$ cat config.mk
export PLATFORM = sky130hd
export DESIGN_NAME = analog_power_sequencer
export DESIGN_NICKNAME = d
export VERILOG_FILES = /design/src/rtl/analog_pkg.sv /design/src/rtl/analog_power_sequencer_sat_counter.sv /design/src/rtl/analog_power_sequencer.sv
export SDC_FILE = /design/constraint.sdc
export NUM_CORES = 1
export LEC_CHECK = 0
export CORE_MARGIN = 2
export CORE_UTILIZATION = 38
export DETAILED_ROUTE_END_ITERATION = 6
export PLACE_DENSITY_LB_ADDON = 0.1
export SETUP_SLACK_MARGIN = 0.02
export SLEW_MARGIN = 30
export SYNTH_ARGS = -nofsm -noshare
export SYNTH_HDL_FRONTEND = slang
export SYNTH_SLANG_ARGS = --single-unit
$ cat constraint.sdc
create_clock -name clock -period 2.42 [get_ports clock]
set_input_delay 0.726 -clock clock [delete_from_list [all_inputs] [get_ports clock]]
set_output_delay 0.726 -clock clock [all_outputs]
set_load 0.03 [all_outputs]
$ cat src/rtl/analog_pkg.sv
// Shared definitions for the analog front-end power sequencer: FSM encodings and DAC bus layout.
package analog_pkg;

   typedef enum logic [2:0] {
      ST_OFF      = 3'd0,
      ST_WAKE_ADC = 3'd1,
      ST_WAKE_DAC = 3'd2,
      ST_ACTIVE   = 3'd3,
      ST_MUTE     = 3'd4
   } pwr_state_t;

   localparam int DAC_W     = 14;
   localparam int DAC_LANES = 4;
   localparam int DAC_BUS_W = DAC_W * DAC_LANES;

   // Two's complement midscale; the bridge converts to offset binary downstream.
   localparam logic signed [DAC_W-1:0] DAC_MIDSCALE = '0;

   function automatic logic [DAC_BUS_W-1:0] midscale_bus();
      return {DAC_LANES{DAC_MIDSCALE}};
   endfunction

endpackage

$ cat src/rtl/analog_power_sequencer_sat_counter.sv
// Saturating up-counter with synchronous clear; clear takes priority over increment.
module sat_counter #(
   parameter int CNT_W = 16
) (
   input  logic             clock,
   input  logic             reset,
   input  logic             inc,
   input  logic             clr,
   output logic [CNT_W-1:0] count
);

   always_ff @(posedge clock) begin
      if (reset || clr) begin
         count <= '0;
      end else if (inc && (count != '1)) begin
         count <= count + CNT_W'(1);
      end
   end

endmodule

$ cat src/rtl/analog_power_sequencer.sv
// Power-up/down sequencer for the ADC pair and dual DACs feeding the analog bridge user ports.
module analog_power_sequencer
   import analog_pkg::*;
#(
   parameter int ADC_WAKE_CYC = 256,
   parameter int DAC_WAKE_CYC = 64,
   parameter int MUTE_CYC     = 16,
   parameter int CNT_W        = 16
) (
   input  logic                 clock,
   input  logic                 reset,
   input  logic                 enable,
   output logic                 ready,
   output logic [2:0]           state,
   input  logic [DAC_BUS_W-1:0] dac_in,
   output logic [DAC_BUS_W-1:0] dac_out,
   output logic                 dac1_sleep,
   output logic                 dac2_sleep,
   output logic                 adc_pdwnA,
   output logic                 adc_pdwnB,
   input  logic                 adc_otrA,
   input  logic                 adc_otrB,
   input  logic                 otr_clear,
   output logic [CNT_W-1:0]     otr_cntA,
   output logic [CNT_W-1:0]     otr_cntB
);

   localparam logic [CNT_W-1:0] ADC_LAST  = CNT_W'(ADC_WAKE_CYC - 1);
   localparam logic [CNT_W-1:0] DAC_LAST  = CNT_W'(DAC_WAKE_CYC - 1);
   localparam logic [CNT_W-1:0] MUTE_LAST = CNT_W'(MUTE_CYC - 1);

   pwr_state_t       state_q;
   pwr_state_t       state_d;
   logic [CNT_W-1:0] cnt_q;

   always_comb begin
      state_d = state_q;
      case (state_q)
         ST_OFF:      if (enable) state_d = ST_WAKE_ADC;
         ST_WAKE_ADC: begin
            if (!enable)                state_d = ST_OFF;
            else if (cnt_q == ADC_LAST) state_d = ST_WAKE_DAC;
         end
         ST_WAKE_DAC: begin
            if (!enable)                state_d = ST_MUTE;
            else if (cnt_q == DAC_LAST) state_d = ST_ACTIVE;
         end
         ST_ACTIVE:   if (!enable) state_d = ST_MUTE;
         ST_MUTE:     if (cnt_q == MUTE_LAST) state_d = ST_OFF;
         default:     state_d = ST_OFF;
      endcase
   end

   // Outputs are decoded from the next state so they change on the same edge as state_q.
   always_ff @(posedge clock) begin
      if (reset) begin
         state_q    <= ST_OFF;
         cnt_q      <= '0;
         ready      <= 1'b0;
         dac_out    <= '0;
         dac1_sleep <= 1'b1;
         dac2_sleep <= 1'b1;
         adc_pdwnA  <= 1'b1;
         adc_pdwnB  <= 1'b1;
      end else begin
         state_q    <= state_d;
         cnt_q      <= ((state_d != state_q) || (state_q == ST_OFF)) ? '0 : cnt_q + CNT_W'(1);
         ready      <= (state_d == ST_ACTIVE);
         dac_out    <= (state_d == ST_ACTIVE) ? dac_in : midscale_bus();
         dac1_sleep <= (state_d == ST_OFF) || (state_d == ST_WAKE_ADC);
         dac2_sleep <= (state_d == ST_OFF) || (state_d == ST_WAKE_ADC);
         adc_pdwnA  <= (state_d == ST_OFF);
         adc_pdwnB  <= (state_d == ST_OFF);
      end
   end

   assign state = state_q;

   sat_counter #(.CNT_W(CNT_W)) u_otr_a (
      .clock (clock),
      .reset (reset),
      .inc   ((state_q == ST_ACTIVE) && adc_otrA),
      .clr   (otr_clear),
      .count (otr_cntA)
   );

   sat_counter #(.CNT_W(CNT_W)) u_otr_b (
      .clock (clock),
      .reset (reset),
      .inc   ((state_q == ST_ACTIVE) && adc_otrB),
      .clr   (otr_clear),
      .count (otr_cntB)
   );

endmodule

==> metrics.md <==
| Metric | Value |
|---|---|
| # hold bufs at CTS | 0 |
| Syn_area_per_cell | 9.752 µm² |
| Total Wirelength | 10.25 mm |
| Slew Limit Fails | 0 |
| Synth async-reset ratio | 0% |
| Gp weighted congestion | 0.8685 |
| TritonRoute pass-1 iters | 4 |
| Worst skew pair latency | 0.37 ns |
| Post-DR wirelength/cell | 13.98 µm |
| I/O pin count | 158 |
| Fillcell total | 980 |
| Antenna violations before repair | 0 |
| CTS Buf Count | 9 |
| Critical path buffers and inverters | 1 |
| CP max FO | 7 |
| Root Buffer | clkbuf_8 |
| Final critical-path required period | 2.291 ns |
| Mapped Nets | 488 |
| Core area | 10,700 µm² |
| Maxcap violations | 0 |
| Synth area leaders | dfxtp_1, and3_1, nor2_1, xor2_1, xnor2_1 |
| Status | completed |
| FF-to-FF path depth | 6 |
| # rows | 38 |
| Slowest cell on crit path | clkdlybuf4s50_1 |
| Seq cells post-synth | 110 |
| Gr ovfl total | 0 |
| Hold path depth | 1 |
| Proportion of layout cells with a drive suffix above 1 | 10.46% |
| Critical path depth | 1 |
| Period utilization | 94.66% |
| Clock sinks | 110 |
| Post-DR vias/cell | 4.963 |
| Crit Reg-Reg Endpoint | dac_out[21] |
| Pin count of the biggest net entering global routing | 62 |
| Crit-path leading delay family | buffers and inverters |
| Hold Fails Final Rpt | 0 |
| Die H | 108.2 µm |
| Critical Path AT | 1.56 ns |
| Syn. warnings | 0 |
| Post-DP HPWL | 7.645 mm |
| Drt first-iter violations | 108 |
| Die ar. | 11,710 µm² |
| Synth unique cells | 46 |
| FF-to-FF Start | cnt_q[12] |
| Vias in the first global route | 3,441 |
| CTS clk-pin slew, worst paths | 0.11 ns |
| Startpoint types | register |
| Hold Crit Class | register to register |
| Global-route wire length before repair | 16.26 mm |
| CP Cell Sequence | clkdlybuf4s50_1 |
| DRC | 0 |
| Worst-case clock buffer depth | 2 |
| Port bufs | 157 |
| Post-Syn Instances | 423 |
| Leakage | 0.002394 µW |
| Antenna cells | 0 |
| Req. time, crit path | 1.69 ns |
| Critical Path End Type | output port |
| Nets@finish | 653 |
| Slowest stage delay, CP | 0.72 ns |
| Routed vias | 3,638 |
| Hold_ws | 0.4857 ns |
| CTS H-Tree Depth | 3 |
| Fin Clk Skew | 0.01889 ns |
| Total GRT Usage | 17.42% |
| Final ANT Viol Nets | 0 |
| Post-synth EDFFs | 0 |
| Most common cell in the synthesized netlist | dfxtp_1 |
| Crit Path Category | register to output port |
| Mapped cell area | 4125 µm² |
| Worst hold path endpoint | cnt_q[0] |
| Slew margin rel. | 66.37% |
| VDD IR max | 0.0003555 V |
| Worst slew pin tran | 0.5026 ns |
| Util after Layout | 57.29% |
| Register area share after synthesis | 53.38% |
| Top FF cell, synth | dfxtp_1 |
| DIE WIDTH | 108.2 µm |
| Final setup fails | 0 |
| RSZ-0062 raised after global routing | false |
| Area delta synth->final | 48.56% |
| Slack of the worst reg-to-reg path | 0.23 ns |
| Fmax | 436.5 MHz |
| TritonCTS clock tree | built |
| Initial core utilization | 38.56% |
| Leading area contributor after synthesis | dfxtp_1 |
| Power Density | 506.3 nW/µm² |
| Synth top cells by count | dfxtp_1, and3_1, nor2_1, nand2_1, nand3_1 |
| Synth top area share | 53.38% |
| HP Start | cnt_q[0] |
-- stage by stage --
| stage | std cells | cell area [µm²] | power, µW | setup WS, ns | setup TNS (ns) |
|---|---|---|---|---|---|
| 2_1_floorplan | 423 | 4125 | 1899 | 0.09635 | 0 |
| 3_3_place_gp | 717 | 5901 | 2011 | -0.3667 | -5.617 |
| 3_5_place_dp | 717 | 5901 | 2012 | -0.3903 | -5.901 |
| 4_1_cts | 733 | 6105 | 3146 | 0.04107 | 0 |
| 5_1_grt | 733 | 6128 | 3232 | 0.05809 | 0 |
| 6_report | 733 | 6128 | 3103 | 0.1293 | 0 |
-- cell type report --
cell class,count,area [µm²],area share [%]
Sequential cell,110,2202,35.93
Multi-Input combinational cell,287,1785,29.13
Timing Repair Buffer,177,1753,28.60
Tap cell,140,175.2,2.858
Clock buffer,9,123.9,2.021
Clock inverter,7,77.57,1.266
Inverter,3,11.26,0.1837
-- report_power, final --
| part | total, µW | switching, µW | internal [µW] | leakage (µW) |
|---|---|---|---|---|
| clock network | 1130 | 640 | 493 | 0.000101 |
| logic | 155 | 48.0 | 107 | 0.00141 |
| registers | 1820 | 4.00 | 1810 | 0.000886 |
| total | 3100 | 692 | 2410 | 0.00239 |
-- timing repair --
| action | in CTS | in global routing |
|---|---|---|
| setup endpoints to repair | 11 | 15 |
| pin swaps | 1 | 1 |
| resized for setup | 2 | 8 |
| endpoints found under the hold margin | 0 | 0 |
| setup buffers | 0 | 0 |
-- registers in the layout (all words and copies together), names as in the netlist --
name           flops
dac_out           56
cnt_q             16
u_otr_a.count     16
u_otr_b.count     16
state              3
adc_pdwnB          1
dac2_sleep         1
ready              1
-- cells by family after synthesis --
group | after synthesis | share of synthesized area (%)
AND/OR/NAND/NOR | 217 | 29.39
flip-flops | 110 | 53.38
XOR/XNOR | 34 | 7.219
AO/OA/AOI/OAI | 33 | 5.338
buffers and inverters | 26 | 3.761
adder cells (fa/ha/maj) | 3 | 0.9100
-- worst max path at each step --
stage                                  from      endpoint  slack, ns
after floorplan                      enable      cnt_q[8]        0.1
after global placement               enable      cnt_q[9]      -0.37
after detailed placement             enable      cnt_q[9]      -0.39
after CTS                            enable      cnt_q[3]       0.04
after global routing      u_otr_b.count[11]  otr_cntB[11]       0.06
final                      u_otr_b.count[2]   otr_cntB[2]       0.13
-- layer usage --
metal,GRT usage (%),part of all wire [%]
met1,21.66,43
met2,28.84,49
met3,5.124,6.6
met4,6.044,1.8
met5,0,0
-- cell usage in the layout, fill, tap and decap left out, types with 5 or more instances in the layout --
| cell | netlist | routed |
|---|---|---|
| clkdlybuf4s50_1 | 0 | 154 |
| nand4_1 | 7 | 7 |
| a21oi_1 | 9 | 9 |
| o21ai_0 | 6 | 6 |
| xnor2_1 | 14 | 14 |
| and3_1 | 56 | 56 |
| clkbuf_8 | 0 | 9 |
| xor2_1 | 20 | 20 |
| dfxtp_1 | 110 | 110 |
| and4_1 | 6 | 6 |
| nor2_1 | 50 | 46 |
| nand2_1 | 25 | 25 |
| nor3_1 | 10 | 10 |
| and3_2 | 9 | 9 |
| nand3_1 | 22 | 22 |
| nor4_1 | 5 | 5 |
| and2_1 | 5 | 5 |
| buf_4 | 3 | 17 |
No activity file was read; power rests on OpenSTA's default activity.
